--- config.mk ---
export PLATFORM = sky130hd
export DESIGN_NAME = divider_arbiter_flat
export DESIGN_NICKNAME = d
export VERILOG_FILES = /design/src/rtl/divider_arbiter_pkg.sv /design/src/rtl/divider_arbiter_if.sv /design/src/rtl/divider_arbiter_rr_arbiter.sv /design/src/rtl/divider_arbiter.sv /design/src/flat_wrapper.sv
export SDC_FILE = /design/constraint.sdc
export NUM_CORES = 1
export LEC_CHECK = 0
export CELL_PAD_IN_SITES_DETAIL_PLACEMENT = 1
export CELL_PAD_IN_SITES_GLOBAL_PLACEMENT = 1
export CORE_ASPECT_RATIO = 0.5
export CORE_UTILIZATION = 33
export DETAILED_ROUTE_END_ITERATION = 10
export GPL_ROUTABILITY_DRIVEN = 1
export GPL_TIMING_DRIVEN = 0
export PLACE_DENSITY_LB_ADDON = 0.08
export SLEW_MARGIN = 20
export SYNTH_ARGS = -nofsm -noshare
export SYNTH_HDL_FRONTEND = slang
export SYNTH_SLANG_ARGS = --single-unit
--- constraint.sdc ---
create_clock -name clk -period 9.9 [get_ports clk]
set_input_delay 1.98 -clock clk [delete_from_list [all_inputs] [get_ports clk]]
set_output_delay 1.98 -clock clk [all_outputs]
set_load 0.005 [all_outputs]
--- src/rtl/divider_arbiter_pkg.sv ---
// divider_pkg: arbiter FSM state type and index-width helper for divider_arbiter.
package divider_pkg;
    typedef enum logic [1:0] {ARB_IDLE, ARB_ISSUE, ARB_WAIT, ARB_RESPOND} divider_arb_state;
    function automatic int req_idx_w(input int n);
        return (n > 1) ? $clog2(n) : 1;
    endfunction
endpackage

--- src/rtl/divider_arbiter_if.sv ---
// divider_arbiter_if: requester, response and shared-divider signals; rsp_div_zero exists only with DIV_ZERO_BYPASS_EN.
interface divider_arbiter_if #(parameter int N_BITS = 8, parameter int N_REQ = 4);
    logic [N_REQ-1:0]        req_valid, req_ready, req_signed, rsp_valid, rsp_ready;
    logic [N_REQ*N_BITS-1:0] req_numerator, req_denominator;
    logic [N_BITS-1:0]       rsp_quotient, rsp_remainder;
    logic [N_BITS-1:0]       div_numerator, div_denominator, div_quotient, div_remainder;
    logic                    div_start, div_numerator_signed, div_busy, div_result_valid;
`ifdef DIV_ZERO_BYPASS_EN
    logic                    rsp_div_zero;
`endif
    modport slave (
        input  req_valid, req_signed, req_numerator, req_denominator, rsp_ready,
        input  div_busy, div_result_valid, div_quotient, div_remainder,
        output req_ready, rsp_valid, rsp_quotient, rsp_remainder,
        output div_start, div_numerator, div_denominator, div_numerator_signed
`ifdef DIV_ZERO_BYPASS_EN
        , output rsp_div_zero
`endif
    );
    modport master (
        output req_valid, req_signed, req_numerator, req_denominator, rsp_ready,
        output div_busy, div_result_valid, div_quotient, div_remainder,
        input  req_ready, rsp_valid, rsp_quotient, rsp_remainder,
        input  div_start, div_numerator, div_denominator, div_numerator_signed
`ifdef DIV_ZERO_BYPASS_EN
        , input rsp_div_zero
`endif
    );
endinterface

--- src/rtl/divider_arbiter_rr_arbiter.sv ---
// rr_arbiter: combinational round-robin pick, searching upward from ptr+1 with wrap.
module rr_arbiter
    import divider_pkg::*;
#(
    parameter int N_REQ = 4,
    localparam int IW = req_idx_w(N_REQ)
) (
    input  logic [N_REQ-1:0] valid,
    input  logic [IW-1:0]    ptr,
    input  logic             en,
    output logic [N_REQ-1:0] grant,
    output logic [IW-1:0]    idx
);
    logic          found;
    logic [IW-1:0] j;
    always_comb begin
        grant = '0;
        idx   = '0;
        found = 1'b0;
        j     = '0;
        for (int k = 1; k <= N_REQ; k++) begin
            j = IW'((int'(ptr) + k) % N_REQ);
            if (en && !found && valid[j]) begin
                grant[j] = 1'b1;
                idx      = j;
                found    = 1'b1;
            end
        end
    end
endmodule

--- src/rtl/divider_arbiter.sv ---
// divider_arbiter: round-robin sharing of one iterative divider among N_REQ requesters.
// Optional DIV_ZERO_BYPASS_EN answers zero-denominator requests without starting the divider.
module divider_arbiter
    import divider_pkg::*;
#(
    parameter int N_BITS = 8,
    parameter int N_REQ  = 4
) (
    input logic               clk,
    input logic               rst_n,
    divider_arbiter_if.slave  bus
);
    localparam int IW = req_idx_w(N_REQ);
    divider_arb_state  state;
    logic [IW-1:0]     ptr, gidx, arb_idx;
    logic [N_REQ-1:0]  arb_grant, rsp_v;
    logic [N_BITS-1:0] num, den, quo, rem;
    logic [N_BITS-1:0] nums [N_REQ];
    logic [N_BITS-1:0] dens [N_REQ];
    logic              sgn;
    for (genvar g = 0; g < N_REQ; g++) begin : g_unpack
        assign nums[g] = bus.req_numerator[g*N_BITS +: N_BITS];
        assign dens[g] = bus.req_denominator[g*N_BITS +: N_BITS];
    end
    // grants are suppressed during reset so no handshake can complete unlatched
    rr_arbiter #(.N_REQ(N_REQ)) u_rr (
        .valid (bus.req_valid),
        .ptr   (ptr),
        .en    (state == ARB_IDLE && rst_n),
        .grant (arb_grant),
        .idx   (arb_idx)
    );
    assign bus.req_ready            = arb_grant;
    assign bus.div_start            = (state == ARB_ISSUE) && !bus.div_busy;
    assign bus.div_numerator        = num;
    assign bus.div_denominator      = den;
    assign bus.div_numerator_signed = sgn;
    assign bus.rsp_valid            = rsp_v;
    assign bus.rsp_quotient         = quo;
    assign bus.rsp_remainder        = rem;
`ifdef DIV_ZERO_BYPASS_EN
    logic dz;
    assign bus.rsp_div_zero = dz;
`endif
    always_ff @(posedge clk or negedge rst_n) begin
        if (!rst_n) begin
            state <= ARB_IDLE;
            ptr   <= IW'(N_REQ - 1);
            gidx  <= '0;
            num   <= '0;
            den   <= '0;
            sgn   <= 1'b0;
            quo   <= '0;
            rem   <= '0;
            rsp_v <= '0;
`ifdef DIV_ZERO_BYPASS_EN
            dz    <= 1'b0;
`endif
        end else begin
            case (state)
                ARB_IDLE: if (|arb_grant) begin
                    num  <= nums[arb_idx];
                    den  <= dens[arb_idx];
                    sgn  <= bus.req_signed[arb_idx];
                    gidx <= arb_idx;
`ifdef DIV_ZERO_BYPASS_EN
                    if (dens[arb_idx] == '0) begin
                        quo   <= '1;
                        rem   <= nums[arb_idx];
                        rsp_v <= arb_grant;
                        dz    <= 1'b1;
                        state <= ARB_RESPOND;
                    end else
`endif
                    state <= ARB_ISSUE;
                end
                ARB_ISSUE: if (!bus.div_busy) state <= ARB_WAIT;
                ARB_WAIT: if (bus.div_result_valid) begin
                    quo   <= bus.div_quotient;
                    rem   <= bus.div_remainder;
                    rsp_v <= N_REQ'(1) << gidx;
                    state <= ARB_RESPOND;
                end
                ARB_RESPOND: if (bus.rsp_ready[gidx]) begin
                    rsp_v <= '0;
`ifdef DIV_ZERO_BYPASS_EN
                    dz    <= 1'b0;
`endif
                    ptr   <= gidx;
                    state <= ARB_IDLE;
                end
                default: state <= ARB_IDLE;
            endcase
        end
    end
endmodule
--- src/flat_wrapper.sv ---
// flat-port wrapper written by rule: the top's interface ports become plain ports
module divider_arbiter_flat import divider_pkg::*;
#(
    parameter int N_BITS = 8,
    parameter int N_REQ  = 4
)
  (clk, rst_n, bus_req_valid, bus_req_signed, bus_req_numerator, bus_req_denominator, bus_rsp_ready, bus_div_busy, bus_div_result_valid, bus_div_quotient, bus_div_remainder, bus_req_ready, bus_rsp_valid, bus_rsp_quotient, bus_rsp_remainder, bus_div_start, bus_div_numerator, bus_div_denominator, bus_div_numerator_signed);
  divider_arbiter_if #(.N_BITS(N_BITS), .N_REQ(N_REQ)) bus_i ();
  input logic clk;
  input logic rst_n;
  input wire logic [$bits(bus_i.req_valid)-1:0] bus_req_valid;
  input wire logic [$bits(bus_i.req_signed)-1:0] bus_req_signed;
  input wire logic [$bits(bus_i.req_numerator)-1:0] bus_req_numerator;
  input wire logic [$bits(bus_i.req_denominator)-1:0] bus_req_denominator;
  input wire logic [$bits(bus_i.rsp_ready)-1:0] bus_rsp_ready;
  input wire logic [$bits(bus_i.div_busy)-1:0] bus_div_busy;
  input wire logic [$bits(bus_i.div_result_valid)-1:0] bus_div_result_valid;
  input wire logic [$bits(bus_i.div_quotient)-1:0] bus_div_quotient;
  input wire logic [$bits(bus_i.div_remainder)-1:0] bus_div_remainder;
  output wire logic [$bits(bus_i.req_ready)-1:0] bus_req_ready;
  output wire logic [$bits(bus_i.rsp_valid)-1:0] bus_rsp_valid;
  output wire logic [$bits(bus_i.rsp_quotient)-1:0] bus_rsp_quotient;
  output wire logic [$bits(bus_i.rsp_remainder)-1:0] bus_rsp_remainder;
  output wire logic [$bits(bus_i.div_start)-1:0] bus_div_start;
  output wire logic [$bits(bus_i.div_numerator)-1:0] bus_div_numerator;
  output wire logic [$bits(bus_i.div_denominator)-1:0] bus_div_denominator;
  output wire logic [$bits(bus_i.div_numerator_signed)-1:0] bus_div_numerator_signed;
  assign bus_i.req_valid = bus_req_valid;
  assign bus_i.req_signed = bus_req_signed;
  assign bus_i.req_numerator = bus_req_numerator;
  assign bus_i.req_denominator = bus_req_denominator;
  assign bus_i.rsp_ready = bus_rsp_ready;
  assign bus_i.div_busy = bus_div_busy;
  assign bus_i.div_result_valid = bus_div_result_valid;
  assign bus_i.div_quotient = bus_div_quotient;
  assign bus_i.div_remainder = bus_div_remainder;
  assign bus_req_ready = bus_i.req_ready;
  assign bus_rsp_valid = bus_i.rsp_valid;
  assign bus_rsp_quotient = bus_i.rsp_quotient;
  assign bus_rsp_remainder = bus_i.rsp_remainder;
  assign bus_div_start = bus_i.div_start;
  assign bus_div_numerator = bus_i.div_numerator;
  assign bus_div_denominator = bus_i.div_denominator;
  assign bus_div_numerator_signed = bus_i.div_numerator_signed;
  divider_arbiter #(.N_BITS(N_BITS), .N_REQ(N_REQ)) u_core (.clk(clk), .rst_n(rst_n), .bus(bus_i));
endmodule
# --- Yosys cells after proc, flatten, opt, wreduce, memory -nomap -nowiden ---
# Index checks and enable logic that the tools add are counted.
totals:
  register_bits: 43
  in_bits: 96
  output_inout_bits: 42
  elab_cells: 106
classes:
  add_sub_neg: 4
  n_lt_le_gt_ge: 11
  eq_ne: 7
  shifts: 1
  mux: 45
  bitwise: 4
  n_reduce_logical: 25
ops:
  columns: ["operator", "count"]
  rows:
  - ["$bmux W8 S2", 2]
  - ["$mux W8", 4]
  - ["$mux W4", 6]
  - ["$lt A2 B3 Y1 const B", 6]
  - ["$mux W2", 8]
  - ["$logic_and A1 B1 Y1", 13]
  - ["$mux W1", 13]
  - ["$bmux W1 S2", 6]
  - ["$or A4 B4 Y4", 3]
  - ["$demux W1 S2", 4]
  - ["$ge A2 B1 Y1 const B", 4]
  - ["$pmux W2 S4", 1]
  - ["$pmux W4 S2", 1]
  - ["$ne A2 B2 Y1 const B", 3]
  - ["$reduce_and A2 Y1", 3]
  - ["$add A2 B1 Y2 const B", 2]
  - ["$add A2 B2 Y2 const B", 2]
  - ["$eq A2 B2 Y1 const B", 2]
  - ["$logic_not A1 Y1", 4]
  - ["$reduce_and A4 Y1", 1]
  - ["$reduce_or A4 Y1", 1]
  - ["$shl A1 B2 Y4 const A", 1]
  - ["$ge A3 B3 Y1 const B", 1]
  - ["$not A2 Y3", 1]
  - ["5 further kinds", 5]

# --- Longest topological paths before layout ---
# Gate-level depths: netlist (run 1).
logic_depth:
  word_depth: 21
  depth_mapped: 14
  depth_no_buf: 9

# --- Hierarchy ---
# A second synthesis (run 1) with hierarchy kept.
hier_totals:
  hier_cells: 195
  area_unflattened_um2: 2723.9
by_module_without_submodules:
  columns: ["mod", "instances", "cells_per_inst", "area_each_um2", "seq_area_each_um2"]
  rows:
  - ["divider_arbiter", 1, 141, 2237.1, 1078.5]
  - ["rr_arbiter", 1, 54, 486.7, 0.0]

# --- Least setup slack after synthesis (run 1) ---
# No wires, ideal clock.
synth_path:
  path_kind: "in2out"
  start: "input bus_req_valid[0]"
  end: "output bus_req_ready[1]"
  arrival_time_ns: 3.151
  required_ns: 7.920
  setup_slack_ns: 4.769
  stages: 4
  path_buffers: 0
  path_cell_list: "mux4_2 -> nor2b_1 -> nor3b_2 -> a221o_1"
synth_between:
  elab_chain_len: 16
  word_cells_on_any_way: 28
  classes_between: "mux: 15; bitwise: 3; reduce/logical: 10"
synth_lines:
  columns: ["item", "line_no", "rtl"]
  rows:
  - ["from (decl)", "flat_wrapper.sv:11", "input wire logic [$bits(bus_i.req_valid)-1:0] bus_req_valid;"]
  - ["$bmux W1 S2", "divider_arbiter_rr_arbiter.sv:23", "if (en && !found && valid[j]) begin"]
  - ["$mux W1 (implied by the code)", "divider_arbiter_rr_arbiter.sv:23", null]
  - ["$logic_and A1 B1 Y1", "divider_arbiter_rr_arbiter.sv:23", null]
  - ["$mux W1", "divider_arbiter_rr_arbiter.sv:23", null]
  - ["$logic_not A1 Y1", "divider_arbiter_rr_arbiter.sv:23", null]
  - ["$logic_and A1 B1 Y1 (2 in series)", "divider_arbiter_rr_arbiter.sv:23", null]
  - ["$mux W1", "divider_arbiter_rr_arbiter.sv:23", null]
  - ["$logic_not A1 Y1", "divider_arbiter_rr_arbiter.sv:23", null]
  - ["$logic_and A1 B1 Y1 (2 in series)", "divider_arbiter_rr_arbiter.sv:23", null]
  - ["$mux W1", "divider_arbiter_rr_arbiter.sv:23", null]
  - ["$logic_not A1 Y1", "divider_arbiter_rr_arbiter.sv:23", null]
  - ["$logic_and A1 B1 Y1 (2 in series)", "divider_arbiter_rr_arbiter.sv:23", null]
  - ["$mux W4 (*)", "divider_arbiter_rr_arbiter.sv:23", null]
  - ["to (decl)", "flat_wrapper.sv:20", "output wire logic [$bits(bus_i.req_ready)-1:0] bus_req_ready;"]
# Every way passes the cells marked *; elsewhere a longest branch is shown, timed or not. The select of a mux whose other input is x is not followed.

# --- Final worst setup path (run 1) ---
layout_path:
  start: "input bus_req_valid[3]"
  end: "output bus_req_ready[0]"
# Same word-level chain as after synthesis.

==> summary.md, run 1 <==
| Metric | Value |
|---|---|
| Clk_lat worst skew | `280 ps` |
| Clock sink count | `43` |
| Clock-pin slew on the worst setup and hold paths | `~60 ps` |
| Worst vdd ir | `127.6 µV` |
| DR WL/cell | `approximately 17 µm` |
| Distinct cells, synth | `32` |
| Layout cells sized above 1 | `approximately 17%` |
| GP Congestion | `between 0.7 and 0.8` |
| Core ar. | `~8100 µm²` |
| Post-Syn Nets | `about 360` |
| Endpoints failing setup | `0` |
| # diodes | `0` |
| Iter 0 DRT Violations | `between 40 and 50` |
| # DRC | `0` |
| Relative slew slack | `a little over half` |
| IO buf count | `roughly 140` |
| Num CTS Buffers | `5` |
| Nets | `between 500 and 600` |
| Initial antenna violation count | `0` |
| Worst EP required | `around 7900 ps` |
| Post-synth EDFFs | `0` |
| CTS tree | `built` |
| Die W | `roughly 130 µm` |
| IO Pins | `138` |
| Routed WL | `8.648 mm` |
| Routed wl met3 | `just under 600 µm` |
| Commonest non-fill, non-tap cell in the layout | `clkdlybuf4s50_1` |
| Post-CTS Setup Bufs | `0` |
| Htree depth | `2` |
| Largest net degree at the start of global routing | `25` |
| RSZ-0062 raised after global routing | `false` |
| Vias per cell | `4.864` |
| Mapped Cells | `250` |
| Post-Place Setup Slack | `between 3000 and 4000 ps` |
| Fin. Hold Viols | `0` |
| Worst min path class | `register to register` |
| Vias in the first global route | `2718` |
| Maxcap violations | `0` |
| Status | `finished clean` |
| Slew @ Worst Pin | `just under 700 ps` |
| Area Growth Syn to Fin | `61.21%` |
| P_leak | `about 1.8 nW` |
| Total gr overflow | `0` |
| Setup Crit Path Kind | `input port to output pin` |
| Post-layout util | `between 50% and 60%` |
| Top cell type's share of synthesized area | `36.77%` |
| Number of synthesized register bits | `43` |
| Met2 Routed Length | `about 4.5 mm` |
| Cell taking the most area after synthesis | `dfrtp_1` |
| All-Layer GR Usage | `20.04%` |
| Post-DP HPWL | `between 6 and 7 mm` |
| Gates resized, CTS repair | `0` |
| Top_reg_cell synth | `dfrtp_1` |
| Initial DRT Pass Iterations | `3` |
| Fmax | `154.8 MHz` |
| Async set or reset register ratio after synthesis | `between 90% and 100%` |
| Final setup TNS | `0 ps` |
| Die area | `approximately 8800 µm²` |
| Total number of vias | `~2.5k` |
| Top cells by area, synth | `dfrtp_1 (37%), mux2_2 (16%), mux2i_1 (13%)` |
| Chip Height | `approximately 67 µm` |
| Yosys warnings | `0` |
| WL met1 | `around 3.4 mm` |
| Mapped Area | `2790 µm²` |
| Placed cell area | `4324 µm²` |
| Worst Skew | `5.417 ps` |
| Syn Area/Cell | `11.16 µm²` |
| Final Cycle Share | `~65%` |
| Seq/Total Area, Yosys | `a little under 40%` |
| Hold_buf cts | `0` |
| Slew Limit Fails | `0` |
| First-pass GRT wire length | `around 14 mm` |
| Max layer used | `met4` |
| Initial cell density of the core | `between 30% and 40%` |
| Startpoint types | `input port` |
| Final WS setup | `about 3400 ps` |
| Row cnt | `23` |
| Filler cells | `just under 900` |
| CP endpoint kind | `output pin` |
| Worst Path Max Fanout | `8` |
| Max clock buf depth | `2` |
| Final Critical Period | `6461 ps` |
| Root Buffer | `clkbuf_16` |
| CP arrival | `between 4000 and 5000 ps` |
| PD cells | `between 200 and 300 nW/µm²` |
| ANT nets after route | `0` |
| Final Cell Area | `4498 µm²` |
| Commonest cells after routing, fill and taps aside | `clkdlybuf4s50_1 (136), dfrtp_1 (41), mux2_2 (40)` |
## final timing paths
kind | start | to | slack [ps] | cells past startpoint
max | bus_req_valid[3] | bus_req_ready[0] | 3440 | 6
min | u_core.bus.div_numerator_signed | u_core.bus.div_numerator_signed | 480 | 2
max reg2reg | u_core.ptr[0] | u_core.bus.div_numerator[4] | 5520 | 13
min reg2reg | u_core.bus.div_numerator_signed | u_core.bus.div_numerator_signed | 480 | 2
max in group asynchronous | rst_n | u_core.bus.rsp_quotient[6] | 7690 | 2
min in group asynchronous | rst_n | u_core.bus.div_denominator[6] | 1690 | 1
## metrics by stage
| step | instances | hold slack (ps) | power (mW) |
|---|---|---|---|
| 5_1_grt | 508 | 512.8 | 1.257 |
| 4_1_cts | 508 | 487.2 | 1.187 |
| 6_report | 508 | 481.3 | 1.170 |
| 3_5_place_dp | 500 | 473.2 | 0.9808 |
| 2_1_floorplan | 250 | 467.3 | 0.6748 |
| 3_3_place_gp | 499 | 462.1 | 0.9522 |
## power by group
group          internal [mW]  total, mW  switching [mW]
Combinational          0.361      0.659           0.297
Sequential             0.264      0.321          0.0561
Clock                  0.125      0.190          0.0650
Total                  0.751       1.17           0.418
## layout make-up
type,count,area (µm²),area share (%)
timing repair buffer,138,1394,30.99
clock buffer,6,138.9,3.088
tap,112,140.1,3.115
multi-input combinational,190,1637,36.38
sequential,43,1079,23.98
buffer,13,60.06,1.335
clock inverter,2,35.03,0.7789
inverter,4,15.01,0.3338
## layer usage
layer | global-route usage, % | vias up
li1 | - | 1184
met3 | 6.240 | 8
met5 | 0 | -
met4 | 4.360 | 0
met1 | 21.91 | 1216
met2 | 38.69 | 63
## cells in the mapped netlist (2+ instances only)
cell type,instances
mux2_2,40
nand2_1,31
clkbuf_1,6
o21ai_0,20
ha_1,13
nor2b_1,5
a221o_1,4
mux2i_1,37
dfrtp_1,41
dfstp_2,2
a21oi_1,8
inv_1,4
nor3_1,2
nor2_1,7
mux4_2,5
nand3b_1,4
buf_2,6
## critical path, cell delays in order
cell             delay [ps]
clkdlybuf4s50_1         520
mux4_2                  520
nor2b_1                 240
nor3b_2                 400
a221o_1                 290
clkdlybuf4s50_1         530
## logic make-up after synthesis
family / count (synthesis) / synth area share, %
fa+ha+maj: 13 / 5.830
flops: 43 / 38.65
mux: 83 / 33.86
simple gates: 56 / 10.09
compound gates: 38 / 8.879
buf+inv: 17 / 2.691
## flip-flops by register name, summed over array words and instances (netlist names)
register,cells
u_core.bus.div_denominator,8
u_core.bus.div_numerator,8
u_core.bus.rsp_quotient,8
u_core.bus.rsp_remainder,8
u_core.bus.rsp_valid,4
u_core.gidx,2
u_core.ptr,2
u_core.state,2
u_core.bus.div_numerator_signed,1
No activity file was read; power rests on OpenSTA's default activity.
==> inputs of run 2 (changes only) <==
--- a/config.mk
+++ b/config.mk
@@ -8,7 +8,7 @@
 export CELL_PAD_IN_SITES_DETAIL_PLACEMENT = 1
 export CELL_PAD_IN_SITES_GLOBAL_PLACEMENT = 1
 export CORE_ASPECT_RATIO = 0.5
-export CORE_UTILIZATION = 33
+export CORE_UTILIZATION = 27
 export DETAILED_ROUTE_END_ITERATION = 10
 export GPL_ROUTABILITY_DRIVEN = 1
 export GPL_TIMING_DRIVEN = 0
==> constraint.sdc (replaced) <==
create_clock -name clk -period 5.23 [get_ports clk]
set_input_delay 1.046 -clock clk [delete_from_list [all_inputs] [get_ports clk]]
set_output_delay 1.046 -clock clk [all_outputs]
set_load 0.005 [all_outputs]
==> run 2 against run 1 <==
Net effect:
- worst setup slack worse by 3100 ps
- wire length fell by 0.39%
- cell count rose by 4.3%
- global-route usage is 3.8 points lower
- sequential power up 87%
- via count down 0.49%
- clock power up 93%
- combinational power rose by 88%
- register-to-register slack worse by 4500 ps
==> summary.md, run 2 (synthesis results as in run 1) <==
| Metric | Value |
|---|---|
| Worst vdd ir | `226.4 µV (+77%)` |
| Largest net degree at the start of global routing | `28 (+12%)` |
| Core ar. | `9728 µm² (+20%)` |
| Row cnt | `25 (+8.7%)` |
| Post-layout util | `46.42% (-9.2 points)` |
| Fmax | `about 210 MHz` |
| Post-DP HPWL | `7.046 mm (+3.1%)` |
| Hold Crit Endpoint | `u_core.bus.div_denominator[0]` |
| Worst Skew | `4.171 ps (-1.246 ps)` |
| CTS tree | `built` |
| Reg2reg end | `u_core.bus.div_denominator[1]` |
| CP arrival | `3820 ps (-660 ps)` |
| Die W | `145.8 µm (+10%)` |
| Setup Crit Path Kind | `register to output pin` |
| GP Congestion | `0.8117 (+5.1%)` |
| All-Layer GR Usage | `16.23% (-3.8 points)` |
| PD cells | `488.0 nW/µm² (+88%)` |
| Gates resized, CTS repair | `0 (unchanged)` |
| Relative slew slack | `56.01% (+2.6 points)` |
| Die area | `10770 µm² (+22%)` |
| Worst EP required | `4180 ps (-3740 ps)` |
| Final Cell Area | `4516 µm² (+0.39%)` |
| Endpoints failing setup | `0 (unchanged)` |
| Post-Place Setup Slack | `489.8 ps (-2954 ps)` |
| Iter 0 DRT Violations | `38 (-22%)` |
| Initial DRT Pass Iterations | `4 (+1)` |
| Final WS setup | `363.9 ps (-3075 ps)` |
| Slew Limit Fails | `0 (unchanged)` |
| Commonest non-fill, non-tap cell in the layout | `clkdlybuf4s50_1` |
| Worst min path class | `register to register` |
| Total number of vias | `2459 (-0.49%)` |
| IO buf count | `137 (unchanged)` |
| Routed WL | `8.614 mm (-0.39%)` |
| Total gr overflow | `0 (unchanged)` |
| Initial antenna violation count | `0 (unchanged)` |
| Clk_lat worst skew | `290 ps (about the same)` |
| Post-CTS Setup Bufs | `0 (unchanged)` |
| Num CTS Buffers | `5 (unchanged)` |
| Startpoint types | `register` |
| Hold depth | `2 (unchanged)` |
| Initial cell density of the core | `28.68% (-5.8 points)` |
| Final Cycle Share | `a little over 90%` |
| Htree depth | `2 (unchanged)` |
| Hold_buf cts | `0 (unchanged)` |
| Reg-to-reg startpoint | `u_core.ptr[0]` |
| RSZ-0062 raised after global routing | `false` |
| Nets | `503 (-0.20%)` |
| Root Buffer | `clkbuf_16` |
| Reg2Reg Depth | `12 (-1)` |
| Fin. Hold Viols | `0 (unchanged)` |
| # DRC | `0 (unchanged)` |
| Maxcap violations | `0 (unchanged)` |
| Max clock buf depth | `2 (unchanged)` |
| Vias per cell | `4.640 (-4.6%)` |
| IO Pins | `138 (unchanged)` |
| Chip Height | `73.88 µm (+10%)` |
| Final hold slack | `485.4 ps (+4.125 ps)` |
| Commonest cells after routing, fill and taps aside | `clkdlybuf4s50_1 (136), dfrtp_1 (41), mux2_2 (40)` |
| Hold Startpoint | `u_core.bus.div_denominator[0]` |
| Placed cell area | `4345 µm² (+0.49%)` |
| DR WL/cell | `16.25 µm (-4.5%)` |
| ANT nets after route | `0 (unchanged)` |
| CP endpoint kind | `output pin` |
| Slew @ Worst Pin | `655.0 ps (-38.50 ps)` |
| Final Critical Period | `4866 ps` |
| Layout cells sized above 1 | `17.22% (+0.043 points)` |
| R2R Setup Slk | `990 ps (-4530 ps)` |
| P_leak | `1.772 nW (-0.25%)` |
| Status | `finished clean` |
| Area Growth Syn to Fin | `61.84%` |
| # diodes | `0 (unchanged)` |
| Worst Path Max Fanout | `10 (+2)` |
| First-pass GRT wire length | `13.42 mm (-1.4%)` |
| Clock sink count | `43 (unchanged)` |
| Vias in the first global route | `2701 (-0.63%)` |
| Clock-pin slew on the worst setup and hold paths | `60 ps (about the same)` |
[run 2: cell types whose count changed in the layout (fill, tap and decap cells not counted), sizes merged]
cell    previous run  this run
clkbuf            12        11
[run 2: worst max path at each step]
stage	from	endpoint	slack [ps]	depth (start not counted)
floorplan	u_core.ptr[0]	bus_req_ready[1]	1440	9
global placement	rst_n	bus_req_ready[2]	-490	6
detailed placement	u_core.ptr[0]	bus_req_ready[3]	490	10
CTS	u_core.ptr[0]	bus_req_ready[3]	180	10
global route	u_core.ptr[0]	bus_req_ready[1]	140	9
finish	u_core.ptr[0]	bus_req_ready[1]	360	9
[run 2: metrics by stage]
| step | cells | TNS (ps) | total power, mW |
|---|---|---|---|
| 2_1_floorplan | 250 | 0 | 1.277 |
| 3_3_place_gp | 522 | -8852 | 1.810 |
| 3_5_place_dp | 523 | 0 | 1.871 |
| 4_1_cts | 531 | 0 | 2.247 |
| 5_1_grt | 530 | 0 | 2.381 |
| 6_report | 530 | 0 | 2.204 |
[run 2: layer usage]
| layer | vias up | track usage (%) | part of all wire, % |
|---|---|---|---|
| met5 | - | 0 | 0 |
| met4 | 0 | 4.094 | 0.59 |
| met3 | 5 | 5.963 | 6.9 |
| met2 | 62 | 30.62 | 52 |
| met1 | 1205 | 17.52 | 40 |
| li1 | 1187 | - | - |
[run 2: report_power, final]
group / internal, mW / switching [mW]
combinational: 0.685 / 0.552
clock: 0.237 / 0.128
sequential: 0.500 / 0.101
[run 2: critical path, cell delays in order (launching register included)]
cell             delay (ps)
dfstp_2                 580
buf_4                   160
buf_2                   220
inv_1                   120
ha_1                    460
mux4_2                  560
nor2b_1                 240
nor3b_2                 370
a221o_1                 280
clkdlybuf4s50_1         530
[run 2: cell type report]
type / count / area [µm²]
Fill cell: 1047 / 5213
Buffer: 12 / 56.30
Multi-Input combinational cell: 190 / 1637
Inverter: 4 / 15.01
Timing Repair Buffer: 138 / 1386
Clock inverter: 2 / 35.03
Clock buffer: 6 / 138.9
Tap cell: 135 / 168.9
Sequential cell: 43 / 1079
